--- config.mk ---
export PLATFORM = sky130hd
export DESIGN_NAME = uart_tx
export DESIGN_NICKNAME = d
export VERILOG_FILES = /design/src/rtl/uart_tx.sv
export SDC_FILE = /design/constraint.sdc
export NUM_CORES = 1
export LEC_CHECK = 0
export ABC_CLOCK_PERIOD_IN_PS = 4000
export BUFFER_PORTS_ARGS = -buffer_cell sky130_fd_sc_hd__buf_4
export CORE_MARGIN = 4
export CORE_UTILIZATION = 50
export DETAILED_ROUTE_END_ITERATION = 8
export PLACE_DENSITY_LB_ADDON = 0.25
export SLEW_MARGIN = 40
export SYNTH_ARGS = -nofsm -noshare
export SYNTH_HDL_FRONTEND = slang
export SYNTH_SLANG_ARGS = --single-unit
--- constraint.sdc ---
create_clock -name clk -period 4 [get_ports clk]
set_input_delay 0.2 -clock clk [delete_from_list [all_inputs] [get_ports clk]]
set_output_delay 0.2 -clock clk [all_outputs]
set_load 0.01 [all_outputs]
--- src/rtl/uart_tx.sv ---
// UART transmitter: start bit, LSB-first data, optional parity, 1-2 stop bits.
// Latency: line drops to the start bit on the edge that accepts the byte.
// Backpressure: tx_ready is high only in IDLE; tx_valid elsewhere is ignored.
module uart_tx #(
  parameter int CLKS_PER_BIT = 10,
  parameter int DATA_BITS    = 8,
  parameter int PARITY       = 0,  // 0 none, 1 odd, 2 even
  parameter int STOP_BITS    = 1
) (
  input  logic                 clk,
  input  logic                 rst,       // asynchronous, active-low
  input  logic [DATA_BITS-1:0] tx_data,
  input  logic                 tx_valid,
  output logic                 tx_ready,
  output logic                 tx,
  output logic                 busy
);

  localparam int CNT_W = $clog2(CLKS_PER_BIT);
  localparam logic [CNT_W-1:0] CNT_LAST  = CNT_W'(CLKS_PER_BIT - 1);
  localparam logic [2:0]       DATA_LAST = 3'(DATA_BITS - 1);
  localparam logic [2:0]       STOP_LAST = 3'(STOP_BITS - 1);

  typedef enum logic [2:0] {
    S_IDLE,
    S_START,
    S_DATA,
    S_PARITY,
    S_STOP
  } state_e;

  state_e               state_q, state_d;
  logic [CNT_W-1:0]     cnt_q, cnt_d;
  logic [2:0]           bit_q, bit_d;     // data index in DATA, stop index in STOP
  logic [DATA_BITS-1:0] shift_q, shift_d;
  logic                 par_q, par_d;
  logic                 tx_q, tx_d;
  logic                 tick;

  // Bit boundary: the timer has spent CLKS_PER_BIT cycles on the current bit.
  assign tick = (cnt_q == CNT_LAST);

  // State and datapath registers; reset forces the line idle immediately.
  always_ff @(posedge clk or negedge rst) begin
    if (!rst) begin
      state_q <= S_IDLE;
      cnt_q   <= '0;
      bit_q   <= '0;
      shift_q <= '0;
      par_q   <= 1'b0;
      tx_q    <= 1'b1;
    end else begin
      state_q <= state_d;
      cnt_q   <= cnt_d;
      bit_q   <= bit_d;
      shift_q <= shift_d;
      par_q   <= par_d;
      tx_q    <= tx_d;
    end
  end

  // Next state; tx_d is the level of the bit being entered so tx stays registered.
  always_comb begin
    state_d = state_q;
    cnt_d   = cnt_q;
    bit_d   = bit_q;
    shift_d = shift_q;
    par_d   = par_q;
    tx_d    = tx_q;
    unique case (state_q)
      S_IDLE: begin
        cnt_d = '0;
        tx_d  = 1'b1;
        if (tx_valid) begin
          shift_d = tx_data;
          par_d   = (PARITY == 1) ? ~^tx_data : ^tx_data;
          bit_d   = '0;
          state_d = S_START;
          tx_d    = 1'b0;
        end
      end
      S_START: begin
        cnt_d = tick ? '0 : cnt_q + CNT_W'(1);
        if (tick) begin
          state_d = S_DATA;
          tx_d    = shift_q[0];
        end
      end
      S_DATA: begin
        cnt_d = tick ? '0 : cnt_q + CNT_W'(1);
        if (tick) begin
          shift_d = shift_q >> 1;
          if (bit_q == DATA_LAST) begin
            bit_d = '0;
            if (PARITY != 0) begin
              state_d = S_PARITY;
              tx_d    = par_q;
            end else begin
              state_d = S_STOP;
              tx_d    = 1'b1;
            end
          end else begin
            bit_d = bit_q + 3'd1;
            tx_d  = shift_q[1];
          end
        end
      end
      S_PARITY: begin
        cnt_d = tick ? '0 : cnt_q + CNT_W'(1);
        if (tick) begin
          bit_d   = '0;
          state_d = S_STOP;
          tx_d    = 1'b1;
        end
      end
      S_STOP: begin
        cnt_d = tick ? '0 : cnt_q + CNT_W'(1);
        tx_d  = 1'b1;
        if (tick) begin
          if (bit_q == STOP_LAST) begin
            bit_d   = '0;
            state_d = S_IDLE;
          end else begin
            bit_d = bit_q + 3'd1;
          end
        end
      end
      default: begin
        state_d = S_IDLE;
        cnt_d   = '0;
        tx_d    = 1'b1;
      end
    endcase
  end

  assign tx       = tx_q;
  assign tx_ready = (state_q == S_IDLE);
  assign busy     = (state_q != S_IDLE);

endmodule
==> results of run 1 <==
[critical path, stage by stage, from the launching register on]
cell	delay, ps
dfrtp_1	410
inv_1	70
ha_1	190
nand3b_4	120
a2111oi_4	480
clkbuf_4	310
nor2_1	50
a21oi_1	110
[logic make-up after synthesis]
family,synth area share [%]
fa+ha+maj,5.81
flops,44.3
buf+inv,4.65
xor+xnor,1.63
simple gates,17.1
mux,11.6
compound gates,14.9
[registers in the layout, summed over array words and instances (netlist names)]
| name | count |
|---|---|
| bit_q | 3 |
| cnt_q | 4 |
| shift_q | 8 |
| state_q | 3 |
| tx | 1 |
[how the worst max path moves through the flow]
| stage | cells after the start | end | start | slack, ps |
|---|---|---|---|---|
| 6_report | 7 | shift_q[5] | cnt_q[1] | 2180 |
| 5_1_grt | 7 | shift_q[4] | cnt_q[1] | 2030 |
| 4_1_cts | 6 | shift_q[7] | cnt_q[1] | 2020 |
| 3_5_place_dp | 6 | shift_q[7] | cnt_q[1] | 2030 |
| 3_3_place_gp | 6 | shift_q[7] | cnt_q[1] | 2150 |
| 2_1_floorplan | 6 | state_q[1] | state_q[1] | 2390 |
[per-layer routing]
metal  up-vias  GRT usage, %  part of all wire (%)
li1        373             -                     -
met1       369          21.3                    45
met2        10          28.5                    50
met3         2          3.27                   4.2
met4         0          6.22                  0.52
met5         -             0                     0
[layout make-up]
cell class | instances | area share [%]
multi-input cells | 70 | 44.8
flip-flops and latches | 19 | 38.8
repair buffers | 15 | 9.38
well taps | 27 | 2.75
clock buffers | 4 | 2.14
inverters | 7 | 2.14
[synth_stat cells, drive strengths merged]
cell	instances	area share, %
o21ai	6	2.8
nor3b	1	0.70
nor3	3	2.4
buf	3	2.2
nand2b	2	1.4
xor2	1	0.81
nand3b	2	2.6
a2bb2oi	1	1.4
o311a	1	0.93
o21a	1	0.70
dfstp	1	2.4
mux2i	8	7.4
nand3	2	1.4
dfrtp	18	42
a21oi	11	6.5
mux2	4	4.2
ha	5	5.8
or3b	1	0.81
inv	7	2.4
xnor2	1	0.81
a2111oi	1	2.6
nor2b	1	0.58
nand2	3	1.0
nor2	15	6.2
[where the power goes]
group          leakage, uW  switching, uW  internal [uW]
clock network    0.0000150           55.2           38.7
registers         0.000229           2.18            196
logic             0.000354           7.95           10.7
total             0.000598           65.3            246
[stage by stage]
step / hold WS (ps) / cells / worst slack, ps / power (uW) / utilization (%)
after floorplan: -95.6 / 99 / 2390 / 207 / -
after global placement: 87.1 / 136 / 2150 / 220 / 59.1
after detailed placement: 91.6 / 136 / 2030 / 221 / 59.1
after CTS: 159 / 141 / 2020 / 318 / 60.9
after global routing: 168 / 142 / 2030 / 330 / 61.3
final: 165 / 142 / 2180 / 311 / 61.3
==> results.json, run 1 <==
{
  "postLayoutCellArea_sq_um": 1230,
  "finalHoldViolCount": 0,
  "grt_max_degree": 20,
  "multi_input_area_sq_um": 549,
  "ys_ff_latch": 19,
  "dp_hpwl_microns": 1450,
  "clkTransAtPathRegs_ps": 110,
  "min_to": "shift_q[7]",
  "ir_drop_uv": 149,
  "netlist_instances": 99,
  "ioPinCount": 14,
  "netlist_area_sq_um": 1080,
  "cts_tree": "built",
  "fillers": 184,
  "insertion_delay_ps": 290,
  "clkSinkCount": 19,
  "first_pass_iters": 4,
  "min_path_cells": 3,
  "rsz0062_at_grt": "no",
  "layout_common_cells": "18 x dfrtp_1, 13 x nor2_1, 13 x buf_4",
  "status": "complete, no violations",
  "syn_to_final_growth_pct": 14.1,
  "leakagePower_uw": 0.000598,
  "critPathKind": "flop to flop",
  "drt_iter0_markers": 4,
  "ys_types": 34,
  "initial_utilization_pct": 53.8,
  "hold_class": "input port to flop",
  "fin_skew_ps": 7.71,
  "via_per_inst": 5.31,
  "p_per_area_nw_per_um2": 253,
  "drive_above_1_share_pct": 26.1,
  "worst-endpoint-required_ps": 4220,
  "numCtsBuffers": 3,
  "reg2reg_to": "shift_q[5]",
  "seq_area_frac_synth_pct": 44.3,
  "antenna_cells": 0,
  "gp_congestion": 0.765,
  "worst_slew_pin_slew_ps": 554,
  "wl_per_cell_microns": 13.5,
  "track_usage_pct": 16.9,
  "crit_path_end_kind": "flop",
  "grt_overflow": 0,
  "seqCellArea_sq_um": 477,
  "final-setup-viol-count": 0,
  "grt_pass1_vias": 800,
  "period_share_pct": 45.4,
  "ys_warn_count": 0,
  "vias": 754,
  "layout_commonest_cell": "dfrtp_1",
  "max_slew_margin_pct": 63.1,
  "io_buffers": 13,
  "maxCapViolCount": 0,
  "ant_nets": 0,
  "postCtsSetupBuffers": 0,
  "nNetsFinal": 132,
  "synth_fp_nets": 115,
  "rr_startpoint": "cnt_q[1]",
  "hold_buffers": 1,
  "row_count": 16,
  "hp-start": "tx_data[7]",
  "wirelength_microns": 1910,
  "h-tree-depth": 1,
  "grt_pass1_wl_microns": 3610,
  "r2r_cells": 7,
  "cts_root_buf": "clkbuf_4",
  "fin_tns_setup_ps": 0,
  "arrival_ps": 2040,
  "postSynthAreaPerCell_sq_um": 10.9,
  "die_h_microns": 54.4,
  "maxSlewViolCount": 0,
  "core_area_sq_um": 2000,
  "ctsResizeCount": 0,
  "startpoint_type": "flop",
  "die_x_microns": 54.4,
  "die-area_sq_um": 2960,
  "cts_max_path_buffers": 2,
  "max_freq_ghz": 0.550,
  "drc_errors": 0,
  "path_max_fanout": 12,
  "rrSetupSlack_ps": 2180,
  "placed_cell_area_sq_um": 1180,
  "fin_crit_ps": 1820,
  "antenna_found_initial": 0
}
Note: power is estimated with default switching activity, not from simulation.
==> inputs of run 2 (changes only) <==
ABC_AREA = 1   (was unset)
ABC_CLOCK_PERIOD_IN_PS = 1630   (was 4000)
clock period = 1.63 ns   (was 4 ns; I/O delays follow)
==> results.json, run 2 <==
{
  "status": "complete, no violations",
  "antenna_cells": 0,
  "ys_types": 22,
  "hold_class": "input port to flop",
  "ioPinCount": 14,
  "seq_area_frac_synth_pct": 42.3,
  "cts_root_buf": "clkbuf_4",
  "grt_overflow": 0,
  "top_register": "shift_q",
  "grt_max_degree": 20,
  "postSynthAreaPerCell_sq_um": 8.28,
  "path_max_fanout": 7,
  "yosysMostFrequentCell": "nand2_1",
  "arrival_ps": 1730,
  "crit_path_end_kind": "flop",
  "core_area_sq_um": 2040,
  "synth_top_cell_area_share_pct": 40.0,
  "track_usage_pct": 14.5,
  "initial_utilization_pct": 55.1,
  "placed_cell_area_sq_um": 1230,
  "worst_slack_ps": 142,
  "final-setup-viol-count": 0,
  "worst_slew_pin_slew_ps": 279,
  "ctsResizeCount": 0,
  "die_h_microns": 55.5,
  "grt_pass1_wl_microns": 3640,
  "leakagePower_uw": 0.000674,
  "h-tree-depth": 1,
  "startpoint_type": "flop",
  "max_slew_margin_pct": 81.4,
  "insertion_delay_ps": 310,
  "netlist_area_sq_um": 1130,
  "netlist_instances": 136,
  "layout_common_cells": "36 x nand2_1, 18 x dfrtp_1, 18 x buf_4",
  "synth_area_leaders": "dfrtp_1 40%, nand2_1 12%, ha_1 5.6%",
  "gp_congestion": 0.784,
  "ys_ff_latch": 19,
  "p_total_uw": 2340,
  "drive_above_1_share_pct": 30.6,
  "wl_per_cell_microns": 11.3,
  "finalHoldViolCount": 0,
  "nNetsFinal": 174,
  "grt_pass1_vias": 832,
  "row_count": 16,
  "stdcell_count": 184,
  "synth-edff-count": 0,
  "synth_top_area_cell": "dfrtp_1",
  "period_share_pct": 91.3,
  "die_x_microns": 55.5,
  "wirelength_microns": 2070,
  "die-area_sq_um": 3080,
  "ant_nets": 0,
  "largest_reg_flops": 8,
  "synth-async-reset-ratio_pct": 100,
  "layout_commonest_cell": "nand2_1",
  "io_buffers": 13,
  "synth_top_flop_cell": "dfrtp_1",
  "cts_max_path_buffers": 2,
  "clkSinkCount": 19,
  "critPathKind": "flop to flop",
  "fin_tns_setup_ps": 0,
  "ys_warn_count": 0,
  "clkTransAtPathRegs_ps": 110,
  "maxCapViolCount": 0,
  "p_per_area_nw_per_um2": 1790,
  "numCtsBuffers": 3,
  "antenna_found_initial": 0,
  "maxSlewViolCount": 0,
  "place_inst": 174,
  "first_pass_iters": 4,
  "syn_to_final_growth_pct": 15.9,
  "vias": 884,
  "max_freq_ghz": 0.672,
  "drc_errors": 0,
  "fin_crit_ps": 1490,
  "preCtsSetupSlack_ps": 109,
  "worst-endpoint-required_ps": 1880,
  "synth_fp_nets": 152,
  "via_per_inst": 4.80,
  "postLayoutCellArea_sq_um": 1310,
  "ys_top_cells_by_count": "36 x nand2_1, 18 x dfrtp_1, 14 x inv_1, 9 x nand2_2, 9 x nor2_1",
  "cts_tree": "built",
  "dp_hpwl_microns": 1500,
  "drt_iter0_markers": 24,
  "top_regs": "shift_q x8, cnt_q x4",
  "rsz0062_at_grt": "no",
  "ir_drop_uv": 947,
  "fin_skew_ps": 12.5
}
run 2: cell count changes in the layout (fill, tap and decap cells not counted), moves of 5 or more:
cell | previous run | this run
nand2_2 | 0 | 9
buf_4 | 13 | 18
nand3_1 | 1 | 8
a21oi_1 | 7 | 0
mux2i_1 | 8 | 0
o21ai_2 | 0 | 5
inv_1 | 7 | 14
nand2_1 | 3 | 36
run 2: logic make-up after synthesis:
group / Yosys count / synth area share (%)
simple gates: 73 / 32.6
buf+inv: 19 / 8.00
flops: 19 / 42.3
compound gates: 17 / 9.22
fa+ha+maj: 5 / 5.56
xor+xnor: 3 / 2.33
run 2: area by class of cell:
class	instances	area (sq um)
Tap cell	27	33.8
Sequential cell	19	477
Timing Repair Buffer	19	145
Multi-Input combinational cell	98	559
Fill cell	198	737
Inverter	17	63.8
Clock buffer	4	26.3
run 2: metal layers:
| layer | global-route usage, % | up-vias | routed length [microns] |
|---|---|---|---|
| li1 | - | 470 | - |
| met1 | 19.5 | 398 | 992 |
| met2 | 22.1 | 11 | 973 |
| met3 | 2.80 | 5 | 61 |
| met4 | 7.29 | 0 | 42 |
| met5 | 0 | - | 0 |
run 2: worst paths after layout:
path / from / end / slack (ps) / cells after the start
setup / recovery: cnt_q[1] / shift_q[1] / 140 / 9
hold / removal: tx_data[7] / shift_q[7] / 60 / 3
setup reg to reg: cnt_q[1] / shift_q[1] / 140 / 9
hold reg to reg: shift_q[2] / shift_q[2] / 500 / 2
max in group asynchronous: rst / tx / 1180 / 2
min in group asynchronous: rst / shift_q[5] / 180 / 2
run 2: metrics by stage:
stage               hold WS, ps  util (%)
global placement          -30.4      60.3
global route               73.8      63.9
finish                     56.8      63.9
detailed placement        -27.6      60.3
floorplan                  -214         -
CTS                        52.9      62.1
run 2: timing repair:
item / CTS / global route
setup buffers: 0 / 5
hold endpoints to repair: 19 / 0
hold buffers: 1 / 0
setup endpoints to repair: 0 / 2
run 2: power by group:
group | switching, uW | internal (uW) | total (uW)
registers | 136 | 664 | 800
clock network | 150 | 95.5 | 245
logic | 759 | 536 | 1290
run 2: worst max-delay path: stages, from the launching register on:
cell and delay (ps):
dfrtp_1 410, inv_1 60, ha_1 130, nand3b_1 180
nand2_4 140, nand2_4 50, nor2_4 190, buf_4 180
nand2_2 50, o21ai_2 50
==> inputs of run 3 (changes only) <==
SETUP_SLACK_MARGIN = 0.2   (was unset)
==> results.json, run 3 (synthesis results as in run 2) <==
{
  "drive_above_1_share_pct": 36.3,
  "max_freq_ghz": 0.697,
  "p_int_uw": 1400,
  "met2WireLength_microns": 1100,
  "crit_family": "simple AND/OR/NAND/NOR gates",
  "die-area_sq_um": 3080,
  "die_h_microns": 55.5,
  "clockPowerShare_pct": 9.8,
  "startpoint_type": "flop",
  "r2r_cells": 8,
  "max_slew_margin_pct": 75.6,
  "fin_crit_ps": 1430,
  "crit_chain": "inv_1 -> ha_1 -> nand3b_1 -> nand2_4 -> nand2_4 -> nor2_4 -> clkbuf_16 -> o21ai_2",
  "critical_path.startpoint": "cnt_q[1]",
  "cp_num_buf_inv": 2,
  "ioPinCount": 14,
  "fillers": 184,
  "cp.depth": 8,
  "routed-wl-met3_microns": 59,
  "wirelength_microns": 2210,
  "critPathKind": "flop to flop",
  "row_count": 16,
  "preCtsSetupSlack_ps": 109,
  "die_x_microns": 55.5,
  "nNetsFinal": 174,
  "multi_input_area_sq_um": 602,
  "drt_iter0_markers": 14,
  "met1Wirelength_microns": 1020,
  "p_sw_uw": 1130,
  "topRoutingLayerUsed": "met4",
  "cts_max_path_buffers": 2,
  "antenna_cells": 0,
  "syn_to_final_growth_pct": 22.7,
  "ir_drop_uv": 1010,
  "initial_utilization_pct": 55.1,
  "via_per_inst": 4.88,
  "layout_common_cells": "32 x nand2_1, 16 x buf_4, 15 x dfrtp_1",
  "vias": 897,
  "top_regs": "shift_q x8, cnt_q x4",
  "cts_root_buf": "clkbuf_4",
  "antenna_found_initial": 0,
  "maxCapViolCount": 0,
  "slowest_stage": "dfrtp_1",
  "ant_nets": 0,
  "crit_path_frequent_cell": "nand2_4",
  "hold-worst-slack_ps": 53.2,
  "p_per_area_nw_per_um2": 1830,
  "hold_class": "input port to flop",
  "core_area_sq_um": 2040,
  "largest_reg_flops": 8,
  "min_path_cells": 3,
  "status": "complete, no violations",
  "p_total_uw": 2530,
  "seq_power_share_pct": 32.2,
  "arrival_ps": 1650,
  "grt_pass1_vias": 852,
  "crit_path_end_kind": "flop",
  "gp_congestion": 0.784,
  "clkTransAtPathRegs_ps": 120,
  "insertion_delay_ps": 310,
  "top_register": "shift_q",
  "drc_errors": 0,
  "layout_commonest_cell": "nand2_1",
  "leakagePower_uw": 0.000678,
  "hp-start": "tx_data[7]",
  "io_buffers": 13,
  "clkSinkCount": 19,
  "fin_tns_setup_ps": 0,
  "path_max_fanout": 6,
  "wl_per_cell_microns": 12.0,
  "numCtsBuffers": 3,
  "rrSetupSlack_ps": 200,
  "cpPeakStageDelay_ps": 410,
  "fin_util_pct": 67.6,
  "track_usage_pct": 14.6,
  "worst_slew_pin_slew_ps": 364,
  "worst-endpoint-required_ps": 1850,
  "comb_power_share_pct": 58.0,
  "period_share_pct": 88.0,
  "final-setup-viol-count": 0,
  "finalHoldViolCount": 0,
  "cts_tree": "built",
  "rsz0062_at_grt": "yes",
  "seqCellArea_sq_um": 480,
  "dp_hpwl_microns": 1500,
  "grt_pass1_wl_microns": 3660,
  "worst_slack_ps": 196,
  "grt_overflow": 0,
  "h-tree-depth": 1,
  "p_sw_share_pct": 44.6,
  "first_pass_iters": 4,
  "maxSlewViolCount": 0,
  "grt_max_degree": 20,
  "rr_startpoint": "cnt_q[1]",
  "fin_skew_ps": 17.4
}
## run 3: worst paths after layout
kind                         endpoint
max reg2reg                shift_q[4]
max in group asynchronous          tx
max                        shift_q[4]
min reg2reg                shift_q[2]
min                        shift_q[7]
min in group asynchronous  shift_q[5]
## run 3: power groups by stage
stage | Combinational [uW] | Clock [uW] | Sequential, uW
2_1_floorplan | 990 | 0 | 783
3_3_place_gp | 1150 | 0 | 802
3_5_place_dp | 1170 | 0 | 811
4_1_cts | 1270 | 253 | 808
5_1_grt | 1660 | 273 | 840
6_report | 1470 | 248 | 815
## run 3: area by class of cell
type,instances,area share [%]
Multi-Input combinational cell,98,43.6
Tap cell,27,2.45
Timing Repair Buffer,19,12.7
Clock buffer,4,1.90
Inverter,17,4.62
Sequential cell,19,34.8
## run 3: repair_timing
| item | CTS | global route |
|---|---|---|
| setup endpoints to repair | 13 | 15 |
| pin swaps | 1 | 7 |
| gates resized for setup | 1 | 16 |
| buffers inserted | 1 | 3 |
| hold endpoints to repair | 19 | 0 |
| cloned | 0 | 1 |
| hold buffers | 1 | 0 |
## run 3: per-stage QoR
step | instance area [sq um] | instances
2_1_floorplan | 1130 | 136
3_3_place_gp | 1230 | 174
3_5_place_dp | 1230 | 174
4_1_cts | 1290 | 180
5_1_grt | 1380 | 184
6_report | 1380 | 184
## run 3: layer usage
metal  vias to the layer above  track usage [%]
li1                        472                -
met1                       415             19.2
met2                         8             22.8
met3                         2             2.80
met4                         0             7.29
met5                         -                0
## run 3: worst register-to-register path, delay by kind of cell (launching register included)
kind / cells / cell delay [ps]
AOI/OAI and AO/OA: 1 / 50
adders and majority gates: 1 / 130
buffers and inverters: 2 / 240
DFF: 1 / 410
and+or+nand+nor: 4 / 520
